[config.mk]
export PLATFORM = sky130hd
export DESIGN_NAME = div_unit
export DESIGN_NICKNAME = d
export VERILOG_FILES = /design/src/rtl/rv32_pkg.sv /design/src/rtl/div_step.sv /design/src/rtl/div_unit.sv
export SDC_FILE = /design/constraint.sdc
export NUM_CORES = 1
export LEC_CHECK = 0
export ABC_AREA = 1
export CAP_MARGIN = 20
export CORE_ASPECT_RATIO = 1.75
export CORE_MARGIN = 5
export CORE_UTILIZATION = 45
export DETAILED_ROUTE_END_ITERATION = 6
export GPL_ROUTABILITY_DRIVEN = 0
export PLACE_DENSITY = 0.64
export SYNTH_ARGS = -nofsm -noshare
export SYNTH_HDL_FRONTEND = slang
export SYNTH_SLANG_ARGS = --single-unit
[constraint.sdc]
create_clock -name clk -period 3.5 [get_ports clk]
set_input_delay 0.7 -clock clk [delete_from_list [all_inputs] [get_ports clk]]
set_output_delay 0.7 -clock clk [all_outputs]
set_load 0.02 [all_outputs]
[src/rtl/rv32_pkg.sv]
// Shared RV32 execute-stage definitions: divider op encodings, FSM states, sizes.
package rv32_pkg;

   localparam int unsigned XLEN      = 32;
   localparam int unsigned DIV_ITERS = 32;
   localparam int unsigned CNT_W     = 6;

   localparam logic [1:0] DIV_OP_DIV  = 2'b00;
   localparam logic [1:0] DIV_OP_DIVU = 2'b01;
   localparam logic [1:0] DIV_OP_REM  = 2'b10;
   localparam logic [1:0] DIV_OP_REMU = 2'b11;

   localparam logic [1:0] ST_IDLE = 2'd0;
   localparam logic [1:0] ST_CALC = 2'd1;
   localparam logic [1:0] ST_DONE = 2'd2;

   function automatic logic op_is_signed(input logic [1:0] op);
      return ~op[0];
   endfunction

   function automatic logic op_is_rem(input logic [1:0] op);
      return op[1];
   endfunction

   function automatic logic [XLEN-1:0] neg_if(input logic [XLEN-1:0] v, input logic n);
      return n ? (~v + XLEN'(1)) : v;
   endfunction

endpackage

[src/rtl/div_step.sv]
// One combinational radix-2 restoring division iteration.
module div_step
   import rv32_pkg::*;
(
   input  logic [XLEN-1:0] rem_i,
   input  logic [XLEN-1:0] quo_i,
   input  logic [XLEN-1:0] divisor_i,
   output logic [XLEN-1:0] rem_nxt_c,
   output logic [XLEN-1:0] quo_nxt_c
);

   logic [XLEN:0]   rem_sh;
   logic [XLEN+1:0] trial;
   logic            trial_neg;
   logic            unused_trial_bit;

   // Shifted remainder can reach 33 bits, so the trial subtract carries an extra sign bit.
   assign rem_sh           = {rem_i, quo_i[XLEN-1]};
   assign trial            = {1'b0, rem_sh} - {2'b00, divisor_i};
   assign trial_neg        = trial[XLEN+1];
   assign unused_trial_bit = trial[XLEN];

   assign rem_nxt_c = trial_neg ? rem_sh[XLEN-1:0] : trial[XLEN-1:0];
   assign quo_nxt_c = {quo_i[XLEN-2:0], ~trial_neg};

endmodule

[src/rtl/div_unit.sv]
// Multi-cycle RV32M divider (DIV/DIVU/REM/REMU) with hazard-unit stall and flush handling.
module div_unit
   import rv32_pkg::*;
(
   input  logic        clk,
   input  logic        rst_n,
   input  logic        start_e,
   input  logic [1:0]  div_op_e,
   input  logic [31:0] src_a_e,
   input  logic [31:0] src_b_e,
   input  logic        flush_e,
   output logic        div_stall,
   output logic        div_done,
   output logic [31:0] div_result
);

   logic [1:0]       state_q,    state_d;
   logic [CNT_W-1:0] cnt_q,      cnt_d;
   logic [XLEN-1:0]  rem_q,      rem_d;
   logic [XLEN-1:0]  quo_q,      quo_d;
   logic [XLEN-1:0]  divisor_q,  divisor_d;
   logic [1:0]       op_q,       op_d;
   logic             quo_neg_q,  quo_neg_d;
   logic             rem_neg_q,  rem_neg_d;
   logic [XLEN-1:0]  result_q,   result_d;

   logic [XLEN-1:0]  rem_nxt_c;
   logic [XLEN-1:0]  quo_nxt_c;
   logic             sgn;
   logic             ovf;

   div_step u_div_step (
      .rem_i     (rem_q),
      .quo_i     (quo_q),
      .divisor_i (divisor_q),
      .rem_nxt_c (rem_nxt_c),
      .quo_nxt_c (quo_nxt_c)
   );

   assign sgn = op_is_signed(div_op_e);
   assign ovf = sgn && (src_a_e == 32'h8000_0000) && (src_b_e == 32'hFFFF_FFFF);

   always_ff @(posedge clk) begin
      if (!rst_n) begin
         state_q   <= ST_IDLE;
         cnt_q     <= '0;
         rem_q     <= '0;
         quo_q     <= '0;
         divisor_q <= '0;
         op_q      <= '0;
         quo_neg_q <= 1'b0;
         rem_neg_q <= 1'b0;
         result_q  <= '0;
      end else begin
         state_q   <= state_d;
         cnt_q     <= cnt_d;
         rem_q     <= rem_d;
         quo_q     <= quo_d;
         divisor_q <= divisor_d;
         op_q      <= op_d;
         quo_neg_q <= quo_neg_d;
         rem_neg_q <= rem_neg_d;
         result_q  <= result_d;
      end
   end

   always_comb begin
      state_d   = state_q;
      cnt_d     = cnt_q;
      rem_d     = rem_q;
      quo_d     = quo_q;
      divisor_d = divisor_q;
      op_d      = op_q;
      quo_neg_d = quo_neg_q;
      rem_neg_d = rem_neg_q;
      result_d  = result_q;

      case (state_q)
         ST_IDLE: begin
            if (start_e && !flush_e) begin
               // Divide-by-zero and signed overflow resolve immediately without iterating.
               if (src_b_e == '0) begin
                  result_d = op_is_rem(div_op_e) ? src_a_e : 32'hFFFF_FFFF;
                  state_d  = ST_DONE;
               end else if (ovf) begin
                  result_d = op_is_rem(div_op_e) ? 32'h0 : 32'h8000_0000;
                  state_d  = ST_DONE;
               end else begin
                  op_d      = div_op_e;
                  quo_neg_d = sgn && (src_a_e[31] ^ src_b_e[31]);
                  rem_neg_d = sgn && src_a_e[31];
                  quo_d     = neg_if(src_a_e, sgn && src_a_e[31]);
                  divisor_d = neg_if(src_b_e, sgn && src_b_e[31]);
                  rem_d     = '0;
                  cnt_d     = '0;
                  state_d   = ST_CALC;
               end
            end
         end
         ST_CALC: begin
            if (flush_e) begin
               state_d = ST_IDLE;
            end else begin
               rem_d = rem_nxt_c;
               quo_d = quo_nxt_c;
               cnt_d = cnt_q + CNT_W'(1);
               if (cnt_q == CNT_W'(DIV_ITERS - 1)) begin
                  result_d = op_is_rem(op_q) ? neg_if(rem_nxt_c, rem_neg_q)
                                             : neg_if(quo_nxt_c, quo_neg_q);
                  state_d  = ST_DONE;
               end
            end
         end
         ST_DONE: begin
            state_d = ST_IDLE;
         end
         default: begin
            state_d = ST_IDLE;
         end
      endcase
   end

   assign div_stall  = ((state_q == ST_IDLE) && start_e && !flush_e) || (state_q == ST_CALC);
   assign div_done   = (state_q == ST_DONE) && !flush_e;
   assign div_result = result_q;

endmodule

==> qor.yml, run 1 <==
drv_slew: 0
path_clk_slew_ns: 0.06
die_w_um: 137
slowest_stage: "dfxtp_2"
ant_nets: 0
finalCriticalPeriod_ns: 3.62
max_freq_mhz: 277
total_leakage_power_nw: 7.87
synthesis.nets: 2357
r2r_slack_ns: -0.12
p_seq_share_pct: 31.0
start_util_pct: 45.5
rsz0062_at_grt: "true"
cts-htree-levels: 4
die_y_um: 232
track_usage_pct: 31.0
total_power_mw: 5.61
root_buffer: "clkbuf_16"
finalNetCount: 2611
pwr-share-comb_pct: 33.9
worst-path-max-fanout: 3
syn_to_final_growth_pct: 31.6
yosys.area.top_type: "dfxtp_1"
grt_start_max_net_pins: 84
timing.rr.end: "div_result[30]"
synth_top_cell_area_share_pct: 21.9
io_buffers: 103
syn_area_per_cell_um2: 5.66
grt_pass1_vias: 15076
violations: "design-rule violations, negative setup slack"
tritoncts: "done"
post-synth-top-count-cell: "nand2_1"
powerDensity_nw_per_um2: 335
pin_count: 104
critPathLaunchType: "flip-flop"
synthFlopType: "dfxtp_1"
wire_per_inst_um: 17.4
core_um2: 28000
placed_cells: 2849
clkSinkCount: 139
tightest_slew_ns: 0.850
max_stage_delay_ns: 0.35
hold_class: "reg -> reg"
cts_buffer_depth: 2
globalRouteOverflowTotal: 0
skew_ns: 0.0121
setup_slack_ns: -0.116
whs_ns: 0.463
rr_startpoint: "divisor_q[28]"
worstPathArrival_ns: 3.91
layout-drive-gt1-share_pct: 17.5
synth-seq-area-share_pct: 21.9
synth_area_um2: 12700
vias_per_cell: 5.47
rows: 81
syn_inst: 2248
status: "finished with violations"
synthArstFlopShare_pct: 0
holdPathStages: 2
required_ns: 3.79
drc_errors: 1
first_iter_violations: 1322
die-area_um2: 31800
clk_latency_ns: 0.45
diodes: 0
yosysWarningCount: 0
numCtsBuffers: 17
max-cap-violations: 0
ys_seq_elements: 139
internal-power_mw: 3.57
slew_headroom_pct: 43.3
synth_common_cells: "631 x nand2_1, 304 x inv_1, 218 x a21oi_1"
fin_cells: 2888
dp_hpwl_mm: 39.3
critPathKind: "reg -> reg"
synthTopCellsByArea: "dfxtp_1 22%, nand2_1 19%, inv_1 9.0%"
hp-start: "div_result[23]"
peakVddDrop_uv: 380
synth.distinct_cells: 54
place_ws_ns: -0.308
critPathCaptureType: "flip-flop"
cpMostUsedCell: "inv_2"
drt-total-wl_mm: 50.3
hold_path_end: "div_result[23]"
grt_pass1_wl_mm: 76.9
num_vias: 15801
period_share_pct: 103
p_switching_mw: 2.04
antenna_found_initial: 0
synth_edf_count: 0
sw_frac_of_total_pct: 36.3
hold_viol_final: 0
setup_viol: 4
r2r.worst_path.cells: 31
power_frac_clock_pct: 35.1
dr.pass1.iters: 7
==> cell type report <==
type	count	area [um2]
Timing Repair Buffer	322	2770
Tap cell	373	467
Clock buffer	18	429
Multi-Input combinational cell	1701	8840
Clock inverter	14	194
Fill cell	2808	11200
Inverter	321	1220
Sequential cell	139	2820
==> worst max-delay path: cells and delay by family (launching register included) <==
kind	cells	cell delay, ns
AND/OR/NAND/NOR	17	1.71
adder cells (fa/ha/maj)	2	0.39
AO/OA/AOI/OAI	4	0.51
buffers and inverters	8	0.49
flip-flops	1	0.35
==> routing by layer <==
metal	GRT usage (%)	part of all wire [%]	routed length, um
met5	0	0	0
met4	25.6	9.7	4870
met3	3.69	4.5	2280
met2	55.3	51	25400
met1	31.5	35	17700
==> placed cells by master, fill, tap and decap left out, drive strengths merged, types with 9 or more instances in the layout <==
cell type	instances
nand2	659
inv	319
a21oi	222
nor2	222
buf	220
o21ai	196
nand3	163
dfxtp	139
clkdlybuf4s50	102
xor2	43
ha	38
nor3	37
nand4	29
clkbuf	18
a31oi	12
nor4	11
xnor2	10
clkinv	10
o22ai	9
==> kinds of logic (layout without fill, tap and decap cells) <==
family	Yosys count	after routing	synth area share, %
AOI/OAI and AO/OA	468	468	19.5
xor gates and xnor gates	53	53	3.65
adders and majority gates	39	39	3.90
buffers and inverters	408	675	12.6
DFF	139	139	21.9
and+or+nand+nor	1141	1141	38.5
==> through the flow <==
step	TNS (ns)	area (um2)	util [%]
floorplan	0	12800	-
global placement	-6.39	15600	55.7
detailed placement	-8.30	15600	55.7
CTS	0	16300	58.4
global route	-3.95	16700	59.8
finish	-0.275	16700	59.8
==> power by group through the flow <==
| stage | Clock, mW | Combinational, mW | Sequential, mW |
|---|---|---|---|
| after floorplan | 0 | 1.07 | 1.75 |
| after CTS | 1.99 | 1.81 | 1.73 |
| after global routing | 2.04 | 2.08 | 1.74 |
| after global placement | 0 | 1.77 | 1.76 |
| after detailed placement | 0 | 1.78 | 1.76 |
| final | 1.97 | 1.90 | 1.74 |
==> flip-flops by register name (all words and copies together) (netlist names) <==
register and cells:
div_result 32, divisor_q 32, quo_q 32, rem_q 32
cnt_q 6, state_q 2, op_q 1, quo_neg_q 1
rem_neg_q 1
==> repair_timing <==
action / 4_1_cts / 5_1_grt
buffers inserted: 2 / 5
resized for setup: 24 / 109
hold buffers: 0 / 0
setup endpoints to repair: 7 / 27
endpoints found under the hold margin: 0 / 0
pin swaps: 2 / 26
==> how the worst max path moves through the flow <==
stage | slack, ns | from | endpoint
after floorplan | 0.001 | rem_q[26] | div_result[28]
after global routing | -0.37 | divisor_q[28] | div_result[22]
after CTS | 0.0002 | divisor_q[7] | div_result[30]
after detailed placement | -0.31 | src_a_e[24] | divisor_q[22]
after global placement | -0.33 | src_a_e[24] | divisor_q[22]
final | -0.12 | divisor_q[28] | div_result[30]
Note: power is estimated with default switching activity, not from simulation.
==> run 2, diff against run 1 <==
- PLACE_DENSITY: 0.64 -> 0.61
- clock period: 3.5 -> 4.6 ns (I/O delays scaled with it)
==> qor.yml, run 2 (synthesized netlist as in run 1, its figures left out) <==
syn_to_final_growth_pct: 15.3  # was 31.6%
track_usage_pct: 30.7  # was 31.0%
start_util_pct: 45.5  # unchanged
path_clk_slew_ns: 0.07  # was 0.06 ns
pin_count: 104  # unchanged
crit_buf_inv: 2  # was 8
die_w_um: 137  # unchanged
clk_latency_ns: 0.46  # was 0.45 ns
rsz0062_at_grt: "false"  # was true
drv_slew: 0  # unchanged
max_freq_mhz: 249  # was 277 MHz
path_delay_family: "simple AND/OR/NAND/NOR gates"  # unchanged
root_buffer: "clkbuf_16"  # unchanged
fin_setup_tns_ns: 0  # was -0.275 ns
rows: 81  # unchanged
io_buffers: 103  # unchanged
hold_class: "reg -> reg"  # unchanged
cts.repair.resized: 0  # was 24
layout-drive-gt1-share_pct: 5.89  # was 17.5%
status: "finished clean"  # was finished with violations
slowest_stage: "buf_4"  # was dfxtp_2
finalCriticalPeriod_ns: 4.01  # was 3.62 ns
drc_errors: 0  # was 1
fin_util_pct: 52.4  # was 59.8%
mostFrequentLayoutCell: "nand2_1"  # unchanged
skew_ns: 0.0141  # was 0.0121 ns
cts_buffer_depth: 2  # unchanged
peakVddDrop_uv: 273  # was 380 uV
die-area_um2: 31800  # unchanged
finalNetCount: 2423  # was 2611
cts-htree-levels: 4  # unchanged
total_leakage_power_nw: 6.84  # was 7.87 nW
wire_per_inst_um: 18.2  # was 17.4 um
cts_hold_buf: 0  # unchanged
core_um2: 28000  # unchanged
worstPathArrival_ns: 4.34  # was 3.91 ns
total_power_mw: 3.94  # was 5.61 mW
grt_start_max_net_pins: 62  # was 84
dr.pass1.iters: 6  # was 7
critPathCaptureType: "flip-flop"  # unchanged
layout_common_cells: "631 x nand2_1, 304 x inv_1, 218 x a21oi_1, 205 x nor2_1, 184 x o21ai_0"  # was 611 x nand2_1, 280 x inv_1, 214 x a21oi_1, 210 x buf_4, 200 x nor2_1
max-cap-violations: 0  # unchanged
whs_ns: 0.464  # was 0.463 ns
period_share_pct: 87.2  # was 103%
critPathLaunchType: "flip-flop"  # unchanged
tritoncts: "done"  # unchanged
critPathKind: "reg -> reg"  # unchanged
postCtsSetupBuffers: 0  # was 2
die_y_um: 232  # unchanged
cpMostUsedCell: "nand2_1"  # was inv_2
globalRouteOverflowTotal: 0  # unchanged
drt-total-wl_mm: 49.2  # was 50.3 mm
num_vias: 14825  # was 15.8k
fillers: 3066  # was 2808
powerDensity_nw_per_um2: 269  # was 335 nW/um2
worst-path-max-fanout: 47  # was 3
vias_per_cell: 5.49  # was 5.47
numCtsBuffers: 17  # unchanged
dp_hpwl_mm: 38.3  # was 39.3 mm
crit_chain: "inv_1, ha_1, nand2_1, nor3_2, nand2_1, a21oi_4, nor2_8, nand2_8, buf_4, nand2_2, o21ai_2, ha_1, nand2_1, nor2_2, nand3_1, o21ai_2, nand2_1, nand3_1, nand3_1, nand2_1, a21oi_1"
grt_pass1_wl_mm: 75.6  # was 76.9 mm
first_iter_violations: 1191  # was 1322
clkSinkCount: 139  # unchanged
hold_viol_final: 0  # unchanged
tightest_slew_ns: 1.07  # was 0.850 ns
grt_pass1_vias: 14049  # was 15.1k
required_ns: 4.93  # was 3.79 ns
setup_viol: 0  # was 4
diodes: 0  # unchanged
slew_headroom_pct: 28.0  # was 43.3%
ant_nets: 0  # unchanged
antenna_found_initial: 0  # unchanged
max_stage_delay_ns: 0.49  # was 0.35 ns
==> run 2: where the power goes <==
part           leakage (nW)  switching (mW)  total, mW  internal (mW)
clock network         0.269           0.616       1.39          0.776
logic                  5.43           0.837       1.23          0.397
registers              1.13          0.0529       1.32           1.26
total                  6.84            1.51       3.94           2.44
==> run 2: worst reg2reg max path, delay by kind of cell, from the launching register on <==
| family | cells | cell delay [ns] |
|---|---|---|
| simple gates | 13 | 1.58 |
| compound gates | 4 | 0.71 |
| fa+ha+maj | 2 | 0.65 |
| buf+inv | 2 | 0.61 |
| flops | 1 | 0.34 |
==> run 2: final cells by class <==
type,count,area (um2),area share [%]
clock buffer,20,457,3.11
clock inverter,12,114,0.776
inverter,321,1210,8.23
multi-input combinational,1701,8350,57.0
sequential,139,2780,19.0
tap,373,467,3.18
timing repair buffer,134,1280,8.75
==> run 2: metrics by stage <==
| stage | cell area [um2] | std cells | worst slack (ns) |
|---|---|---|---|
| after floorplan | 12700 | 2248 | 0.848 |
| after global placement | 14100 | 2668 | 0.529 |
| after detailed placement | 14100 | 2668 | 0.488 |
| after CTS | 14700 | 2700 | 0.623 |
| after global routing | 14700 | 2700 | 0.155 |
| final | 14700 | 2700 | 0.588 |
==> run 2: path summary, 6_finish.rpt <==
check,from,to,slack [ns],cells after the start
max,divisor_q[29],div_result[10],0.59,21
min,div_result[29],div_result[29],0.46,2
max reg2reg,divisor_q[29],div_result[10],0.59,21
min reg2reg,div_result[29],div_result[29],0.46,2
==> run 2: per-layer routing <==
layer | vias to the layer above | routed length (um) | global-route usage [%]
met5 | - | 0 | 0
met4 | 0 | 3440 | 20.0
met3 | 149 | 2030 | 3.75
met2 | 491 | 25600 | 55.5
met1 | 6788 | 18100 | 32.8
li1 | 7397 | - | -
==> run 3, diff against run 2 <==
- CELL_PAD_IN_SITES_DETAIL_PLACEMENT: not set -> 2
- CELL_PAD_IN_SITES_GLOBAL_PLACEMENT: not set -> 2
- CORE_UTILIZATION: 45 -> 33
- PLACE_DENSITY: 0.61 -> 0.83
==> qor.yml, run 3 (synthesized netlist as in run 1, its figures left out) <==
status: "finished clean"  # unchanged
critPathKind: "reg -> reg"  # unchanged
drv_slew: 0  # unchanged
core_um2: 38300  # was 28000 um2
drc_errors: 0  # unchanged
drt-total-wl_mm: 65.4  # was 49.2 mm
skew_ns: 0.0160  # was 0.0141 ns
die-area_um2: 42700  # was 31800 um2
hold_viol_final: 0  # unchanged
rows: 95  # was 81
grt_pass1_vias: 17688  # was 14.0k
cpMostUsedCell: "nand2_1"  # unchanged
io_buffers: 103  # unchanged
total_leakage_power_nw: 6.90  # was 6.84 nW
first_iter_violations: 625  # was 1191
slowest_stage: "ha_1"  # was buf_4
placed_cells: 2785  # was 2668
num_vias: 15818  # was 14.8k
finalNetCount: 2428  # was 2423
clk_latency_ns: 0.47  # was 0.46 ns
dp_hpwl_mm: 51.0  # was 38.3 mm
syn_to_final_growth_pct: 17.2  # was 15.3%
max_stage_delay_ns: 0.35  # was 0.49 ns
worstPathArrival_ns: 4.67  # was 4.34 ns
wire_per_inst_um: 23.2  # was 18.2 um
root_buffer: "clkbuf_16"  # unchanged
die_w_um: 158  # was 137 um
cts_buffer_depth: 2  # unchanged
critPathLaunchType: "flip-flop"  # unchanged
tightest_slew_ns: 0.906  # was 1.07 ns
start_util_pct: 33.2  # was 45.5%
dr.pass1.iters: 5  # was 6
layout_common_cells: "631 x nand2_1, 304 x inv_1, 217 x a21oi_1, 205 x nor2_1, 182 x o21ai_0"  # was 631 x nand2_1, 304 x inv_1, 218 x a21oi_1, 205 x nor2_1, 184 x o21ai_0
path_clk_slew_ns: 0.07  # about the same
cts-htree-levels: 4  # unchanged
hold_class: "reg -> reg"  # unchanged
max_freq_mhz: 230  # was 249 MHz
layout-drive-gt1-share_pct: 6.30  # was 5.89%
fin_setup_tns_ns: 0  # unchanged
pin_count: 104  # unchanged
grt_start_max_net_pins: 78  # was 62
peakVddDrop_uv: 248  # was 273 uV
grt_pass1_wl_mm: 99.8  # was 75.6 mm
rsz0062_at_grt: "false"  # unchanged
critPathCaptureType: "flip-flop"  # unchanged
max-cap-violations: 0  # unchanged
slew_headroom_pct: 39.6  # was 28.0%
ant_nets: 0  # unchanged
die_y_um: 270  # was 232 um
finalCriticalPeriod_ns: 4.35  # was 4.01 ns
antenna_found_initial: 0  # unchanged
worst-path-max-fanout: 5  # was 47
period_share_pct: 94.6  # was 87.2%
setup_viol: 0  # unchanged
vias_per_cell: 5.62  # was 5.49
powerDensity_nw_per_um2: 284  # was 269 nW/um2
numCtsBuffers: 17  # unchanged
required_ns: 4.92  # was 4.93 ns
fin_cells: 2817  # was 2700
track_usage_pct: 30.2  # was 30.7%
cts_hold_buf: 0  # unchanged
clkSinkCount: 139  # unchanged
tritoncts: "done"  # unchanged
diodes: 0  # unchanged
mostFrequentLayoutCell: "nand2_1"  # unchanged
globalRouteOverflowTotal: 0  # unchanged
==> run 3: worst paths after layout <==
check / slack (ns) / depth (start not counted) / end / startpoint
hold / removal: 0.47 / 2 / div_result[29] / div_result[29]
hold reg to reg: 0.47 / 2 / div_result[29] / div_result[29]
setup reg to reg: 0.25 / 33 / div_result[20] / divisor_q[3]
setup / recovery: 0.25 / 33 / div_result[20] / divisor_q[3]
==> run 3: critical path: cells and delay by family, from the launching register on <==
kind                       cells  cell delay [ns]
DFF                            1             0.34
buffers and inverters          8             0.79
and+or+nand+nor               20             2.17
AOI/OAI and AO/OA              3             0.38
adders and majority gates      2             0.49
==> run 3: area by class of cell <==
| cell class | instances | area (um2) |
|---|---|---|
| fill | 4888 | 23400 |
| multi-input combinational | 1701 | 8370 |
| sequential | 139 | 2780 |
| timing repair buffer | 139 | 1320 |
| inverter | 321 | 1210 |
| tap | 485 | 607 |
| clock buffer | 18 | 439 |
| clock inverter | 14 | 183 |
==> run 3: timing repair <==
action	in CTS	in global routing
resized for setup	0	6
buffers inserted	0	0
setup endpoints to repair	0	6
==> run 3: report_power, final <==
group / switching, mW / internal, mW
Clock: 0.670 / 0.881
Combinational: 0.960 / 0.405
Sequential: 0.0603 / 1.26
Total: 1.69 / 2.55
==> run 3: stage by stage <==
step	worst slack [ns]	cell area (um2)	utilization (%)	hold slack, ns	power, mW
after floorplan	0.848	12700	-	0.430	2.14
after global placement	0.319	14300	37.3	0.449	2.62
after detailed placement	0.131	14300	37.3	0.467	2.68
after CTS	0.137	14900	38.9	0.477	4.25
after global routing	0.0109	14900	38.9	0.505	4.41
final	0.249	14900	38.9	0.472	4.24
==> run 3: per-layer routing <==
| metal | global-route usage (%) | vias up | routed length (um) |
|---|---|---|---|
| met5 | 0 | - | 0 |
| li1 | - | 7381 | - |
| met3 | 3.32 | 205 | 1540 |
| met1 | 28.8 | 7868 | 22700 |
| met2 | 56.9 | 364 | 35400 |
| met4 | 23.0 | 0 | 5880 |
